File: config.mk
export PLATFORM = sky130hd
export DESIGN_NAME = tang_btn_reader
export DESIGN_NICKNAME = d
export VERILOG_FILES = /design/src/rtl/tang_btn_pkg.sv /design/src/rtl/btn_debounce.sv /design/src/rtl/tang_btn_reader.sv
export SDC_FILE = /design/constraint.sdc
export NUM_CORES = 1
export LEC_CHECK = 0
export ABC_AREA = 1
export ABC_CLOCK_PERIOD_IN_PS = 1800
export BUFFER_PORTS_ARGS = -buffer_cell sky130_fd_sc_hd__buf_2
export CORE_MARGIN = 2
export CORE_UTILIZATION = 35
export CTS_CLUSTER_DIAMETER = 40
export CTS_CLUSTER_SIZE = 12
export DETAILED_ROUTE_END_ITERATION = 8
export SYNTH_ARGS = -nofsm -noshare
export SYNTH_HDL_FRONTEND = slang
export SYNTH_SLANG_ARGS = --single-unit
File: constraint.sdc
create_clock -name clk -period 1.8 [get_ports clk]
set_input_delay 0.36 -clock clk [delete_from_list [all_inputs] [get_ports clk]]
set_output_delay 0.36 -clock clk [all_outputs]
set_load 0.05 [all_outputs]
File: src/rtl/tang_btn_pkg.sv
// Shared constants and types for the Tang Nano push-button reader peripheral.
package tang_btn_pkg;

    localparam logic [1:0] ADDR_STATUS   = 2'd0;
    localparam logic [1:0] ADDR_EVENT    = 2'd1;
    localparam logic [1:0] ADDR_IRQ_MASK = 2'd2;

    localparam int unsigned RELEASE_SHIFT = 8;

    typedef enum logic {
        STABLE,
        COUNTING
    } deb_state_t;

endpackage

File: src/rtl/btn_debounce.sv
// One button: polarity normalisation, 2-flop synchronizer and counter debouncer
// emitting single-cycle press/release pulses aligned with the stable-level update.
module btn_debounce
    import tang_btn_pkg::*;
#(
    parameter int unsigned DEBOUNCE_CYCLES = 270000,
    parameter int unsigned CNT_W           = 19,
    parameter bit          ACTIVE_LOW      = 1'b1
) (
    input  logic clk,
    input  logic reset_n,
    input  logic i_pin,
    output logic o_level,
    output logic o_press_pulse,
    output logic o_release_pulse
);

    logic [1:0]       r_sync;
    logic             r_stable;
    logic [CNT_W-1:0] r_cnt;
    deb_state_t       r_state;

    logic             w_norm;
    logic             w_sample;
    logic             w_stable_n;
    logic [CNT_W-1:0] w_cnt_n;
    deb_state_t       w_state_n;

    assign w_norm   = ACTIVE_LOW ? ~i_pin : i_pin;
    assign w_sample = r_sync[1];

    always_ff @(posedge clk or negedge reset_n) begin
        if (!reset_n) begin
            r_sync   <= '0;
            r_stable <= 1'b0;
            r_cnt    <= '0;
            r_state  <= STABLE;
        end else begin
            r_sync   <= {r_sync[0], w_norm};
            r_stable <= w_stable_n;
            r_cnt    <= w_cnt_n;
            r_state  <= w_state_n;
        end
    end

    // Leaving STABLE counts the first differing edge, so cnt tracks edges seen.
    always_comb begin
        w_stable_n      = r_stable;
        w_cnt_n         = '0;
        w_state_n       = STABLE;
        o_press_pulse   = 1'b0;
        o_release_pulse = 1'b0;
        case (r_state)
            STABLE: begin
                if (w_sample != r_stable) begin
                    w_cnt_n   = CNT_W'(1);
                    w_state_n = COUNTING;
                end
            end
            COUNTING: begin
                if (w_sample == r_stable) begin
                    w_state_n = STABLE;
                end else if (r_cnt == CNT_W'(DEBOUNCE_CYCLES - 1)) begin
                    w_stable_n      = w_sample;
                    o_press_pulse   = w_sample;
                    o_release_pulse = ~w_sample;
                end else begin
                    w_cnt_n   = r_cnt + CNT_W'(1);
                    w_state_n = COUNTING;
                end
            end
            default: w_state_n = STABLE;
        endcase
    end

    assign o_level = r_stable;

endmodule

File: src/rtl/tang_btn_reader.sv
// Memory-mapped push-button reader: STATUS, W1C EVENT flags and optional IRQ.
// Define BTN_IRQ_EN to build the IRQ_MASK register and the btn_irq output.
module tang_btn_reader
    import tang_btn_pkg::*;
#(
    parameter int unsigned NUM_BTN         = 2,
    parameter int unsigned DEBOUNCE_CYCLES = 270000,
    parameter int unsigned CNT_W           = 19,
    parameter bit          ACTIVE_LOW      = 1'b1
) (
    input  logic               clk,
    input  logic               reset_n,
    input  logic [NUM_BTN-1:0] btn_i,
    input  logic               btn_sel,
    input  logic               we,
    input  logic [1:0]         addr,
    input  logic [31:0]        btn_data_i,
    output logic               btn_ready,
    output logic [31:0]        btn_data_o
`ifdef BTN_IRQ_EN
    ,
    output logic               btn_irq
`endif
);

    logic [NUM_BTN-1:0] w_level;
    logic [NUM_BTN-1:0] w_press;
    logic [NUM_BTN-1:0] w_release;
    logic [NUM_BTN-1:0] w_clr_press;
    logic [NUM_BTN-1:0] w_clr_release;
    logic               w_wr;
    logic               w_unused;

    logic [NUM_BTN-1:0] r_evt_press;
    logic [NUM_BTN-1:0] r_evt_release;

    for (genvar g = 0; g < NUM_BTN; g++) begin : g_btn
        btn_debounce #(
            .DEBOUNCE_CYCLES (DEBOUNCE_CYCLES),
            .CNT_W           (CNT_W),
            .ACTIVE_LOW      (ACTIVE_LOW)
        ) u_deb (
            .clk             (clk),
            .reset_n         (reset_n),
            .i_pin           (btn_i[g]),
            .o_level         (w_level[g]),
            .o_press_pulse   (w_press[g]),
            .o_release_pulse (w_release[g])
        );
    end

    assign btn_ready     = btn_sel;
    assign w_wr          = btn_sel & we;
    assign w_clr_press   = (w_wr && addr == ADDR_EVENT) ? btn_data_i[NUM_BTN-1:0] : '0;
    assign w_clr_release = (w_wr && addr == ADDR_EVENT) ? btn_data_i[RELEASE_SHIFT +: NUM_BTN] : '0;
    assign w_unused      = ^btn_data_i;

    // Set is OR-ed after the clear so a same-cycle pulse wins over W1C.
    always_ff @(posedge clk or negedge reset_n) begin
        if (!reset_n) begin
            r_evt_press   <= '0;
            r_evt_release <= '0;
        end else begin
            r_evt_press   <= (r_evt_press & ~w_clr_press) | w_press;
            r_evt_release <= (r_evt_release & ~w_clr_release) | w_release;
        end
    end

`ifdef BTN_IRQ_EN
    logic [NUM_BTN-1:0] r_mask_press;
    logic [NUM_BTN-1:0] r_mask_release;
    logic               r_irq;

    always_ff @(posedge clk or negedge reset_n) begin
        if (!reset_n) begin
            r_mask_press   <= '0;
            r_mask_release <= '0;
            r_irq          <= 1'b0;
        end else begin
            if (w_wr && addr == ADDR_IRQ_MASK) begin
                r_mask_press   <= btn_data_i[NUM_BTN-1:0];
                r_mask_release <= btn_data_i[RELEASE_SHIFT +: NUM_BTN];
            end
            r_irq <= |{r_evt_press & r_mask_press, r_evt_release & r_mask_release};
        end
    end

    assign btn_irq = r_irq;
`endif

    always_comb begin
        btn_data_o = '0;
        if (btn_sel) begin
            case (addr)
                ADDR_STATUS: btn_data_o[NUM_BTN-1:0] = w_level;
                ADDR_EVENT: begin
                    btn_data_o[NUM_BTN-1:0]              = r_evt_press;
                    btn_data_o[RELEASE_SHIFT +: NUM_BTN] = r_evt_release;
                end
`ifdef BTN_IRQ_EN
                ADDR_IRQ_MASK: begin
                    btn_data_o[NUM_BTN-1:0]              = r_mask_press;
                    btn_data_o[RELEASE_SHIFT +: NUM_BTN] = r_mask_release;
                end
`endif
                default: btn_data_o = '0;
            endcase
        end
    end

endmodule

==> summary.md <==
| Metric | Value |
|---|---|
| Most common cell after layout, fill and taps aside | nand2_1 |
| Total power | about 2.3 mW |
| Syn. warnings | 0 |
| Setup CP Type | reg2out |
| Critical Path AT | between 1 and 1.5 ns |
| Leak | about 1.5 nW |
| Sink Count | 50 |
| Setup Buffers After CTS | 0 |
| Drt drc | 0 |
| Worst slack, placed | roughly 0.14 ns |
| Internal power | between 1.5 and 2 mW |
| CTS Buf Count | 5 |
| Worst hold path class | in2async |
| IO buf count | 16 |
| CTS tree | built |
| Post-synth top area cell | dfrtp_1 |
| Fin nets | 460 |
| CP startpoint kind | flip-flop |
| Sequential-to-total area share from yosys stat | 0.421 |
| Busiest grt layer | met2 |
| Status | completed |
| Worst Skew | 0.00769 ns |
| Synth-to-Final Area Change | 7.71% |
| Part of the power in registers | 0.520 |
| Crit path from | g_btn[0].u_deb.o_level |
| DR pass1 iterations | 4 |
| Synth Register Bits | 50 |
| Vias in the first global route | 2136 |
| Placer Congestion | 0.864 |
| First-pass GRT wire length | about 9200 um |
| Initial cell density of the core | 0.362 |
| H-tree Lvls | 2 |
| Post-CTS Hold Fix Bufs | 0 |
| Fin crit period | around 1.7 ns |
| Post-Syn Area | a little under 3000 um2 |
| Fill count | ~860 |
| Root Driver | clkbuf_8 |
| Reg-to-reg startpoint | g_btn[0].u_deb.r_cnt[0] |
| ANT cells | 0 |
| Most frequent cells in the layout | nand2_1 (88), nor2_1 (80), inv_1 (53), dfrtp_1 (50) |
| Die extent in x | a little under 100 um |
| Avg Inst Size Synth | ~7.5 um2 |
| Io pins | 73 |
| Area share of the largest cell type after synthesis | 0.421 |
| Hpwl dp | 4170 um |
| Critical Path Sink Type | output port |
| M2 GR Usage | 0.210 |
| Initial antenna violation count | 0 |
| Via density | roughly 4.4 |
| Largest net degree at the start of global routing | 51 |
| Fmax | around 0.6 GHz |
| Yosys cell types | 27 |
| Clock share of power | 0.346 |
| Req. time, crit path | ~1.4 ns |
| Final instance area | approximately 3200 um2 |
| Clock-pin slew on the worst setup and hold paths | ~0.10 ns |
| # setup viols final | 0 |
| Per-cell routed wire length | 10.6 um |
| Sw Ratio | 0.287 |
| Async SR Flop Fraction | 1.00 |
| Crit Path Max Fanout | 3 |
| Max-Cap Viols | 0 |
| Setup TNS | 0 ns |
| Util after Layout | 0.390 |
| Bufs on Longest Clock Path | 2 |
| PD cells | ~700 nW/um2 |
| DRT iter0 DRCs | between 80 and 90 |
| Max-slew violation count | 0 |
| Die Ht | approximately 96 um |
| Hold_ws | approximately 0.019 ns |
| Met1 global-route usage | 0.163 |
| Fin crit share | 0.931 |
| GRT Util Overall | 0.128 |
| VDD IR max | between 0.3 and 0.4 mV |
| Rows | 33 |
| Unrepaired setup endpoints after global routing | false |
| Post-synth EDFFs | 0 |
| Psw | ~650 uW |
| Final wirelength | approximately 5600 um |
| Fin cells | 524 |
| Mapped Cells | about 400 |
| Worst-Skew Late Latency | approximately 0.3 ns |
| Vias after detailed routing | about 2300 |
| Logic pwr share | 0.134 |
| Fin worst setup slack | between 0.1 and 0.15 ns |
| Placed instance count | around 520 |
| Gr ovfl total | 0 |
| Cell Area, Placed | between 3000 and 4000 um2 |
| Core ar. | between 8000 and 9000 um2 |
| Met3 Use GR | 0.0274 |
| Primary FF master, synth | dfrtp_1 |
| Die ar. | 9240 um2 |
| Ranking of synthesized cells by area | dfrtp_1 (42%), nand2_1 (11%), nor2_1 (10%), buf_4 (7.3%), inv_1 (6.7%) |
| Routed Antenna Nets | 0 |
| Layout cell share with drive strength beyond 1 | 0.112 |
| Final Hold Fails | 0 |
-- cell families (layout without fill, tap and decap cells) --
logic type / Yosys count / count (layout) / synth area share
xor+xnor: 17 / 17 / 0.0501
simple gates: 229 / 229 / 0.338
other cells: 1 / 28 / 0.00126
compound gates: 14 / 14 / 0.0337
fa+ha+maj: 2 / 2 / 0.00842
flops: 50 / 50 / 0.421
buf+inv: 84 / 79 / 0.148
-- sequential cells by signal, summed over array words and instances (netlist names) --
name	flops
g_btn.u_deb.r_sync	4
r_evt_press	2
g_btn.u_deb.r_cnt	38
r_evt_release	2
g_btn.u_deb.o_level	2
g_btn.u_deb.r_state	2
-- timing repair --
| item | 4_1_cts | 5_1_grt |
|---|---|---|
| endpoints found under the hold margin | 0 | 0 |
| gates resized for setup | 0 | 3 |
| endpoints found under the setup margin | 0 | 2 |
-- layout make-up --
type / instances / area (um2) / area share
Clock buffer: 5 / 68.8 / 0.0215
Clock inverter: 3 / 40.0 / 0.0125
Inverter: 53 / 199 / 0.0622
Multi-Input combinational cell: 290 / 1400 / 0.437
Sequential cell: 50 / 1250 / 0.391
Tap cell: 105 / 131 / 0.0410
Timing Repair Buffer: 18 / 113 / 0.0352
-- cell usage after synthesis, types with 2 or more instances --
| library cell | count |
|---|---|
| nand2_1 | 88 |
| nor2_1 | 80 |
| inv_1 | 53 |
| dfrtp_1 | 50 |
| buf_4 | 29 |
| nand3_1 | 28 |
| xor2_1 | 13 |
| nor2_2 | 7 |
| nor3_1 | 7 |
| nand4_1 | 6 |
| o21ai_0 | 5 |
| xnor2_1 | 4 |
| a21oi_1 | 3 |
| nand3_2 | 3 |
| and2_1 | 2 |
| buf_6 | 2 |
| ha_1 | 2 |
| nand2_2 | 2 |
| nor2_4 | 2 |
| nor3_2 | 2 |
| o21ai_1 | 2 |
| o41ai_1 | 2 |
-- metal layers --
| layer | part of all wire | vias up |
|---|---|---|
| met3 | 0.039 | 10 |
| met2 | 0.46 | 47 |
| met5 | 0 | - |
| met4 | 0.020 | 0 |
| li1 | - | 1203 |
| met1 | 0.48 | 1064 |
-- worst max-delay path, cell delays in order, from the launching register on --
cell and delay (ns):
dfrtp_1 0.35, inv_1 0.08, o41ai_2 0.29, clkbuf_4 0.29
-- power groups by stage --
stage | Combinational, mW | Clock (mW) | Sequential [mW]
2_1_floorplan | 0.296 | 0 | 1.20
3_3_place_gp | 0.305 | 0 | 1.21
3_5_place_dp | 0.309 | 0 | 1.21
4_1_cts | 0.309 | 0.824 | 1.19
5_1_grt | 0.340 | 0.872 | 1.19
6_report | 0.306 | 0.790 | 1.18
-- worst paths after layout --
| kind | to | slack (ns) | depth (start not counted) |
|---|---|---|---|
| max | btn_data_o[0] | 0.12 | 3 |
| min | g_btn[0].u_deb.r_cnt[8] | 0.02 | 2 |
| max reg2reg | g_btn[0].u_deb.r_cnt[0] | 0.20 | 6 |
| min reg2reg | g_btn[1].u_deb.r_sync[1] | 0.36 | 0 |
| max in group asynchronous | g_btn[0].u_deb.r_cnt[18] | 1.54 | 2 |
| min in group clk | g_btn[1].u_deb.r_sync[0] | 0.18 | 2 |
No activity file was read; power rests on OpenSTA's default activity.
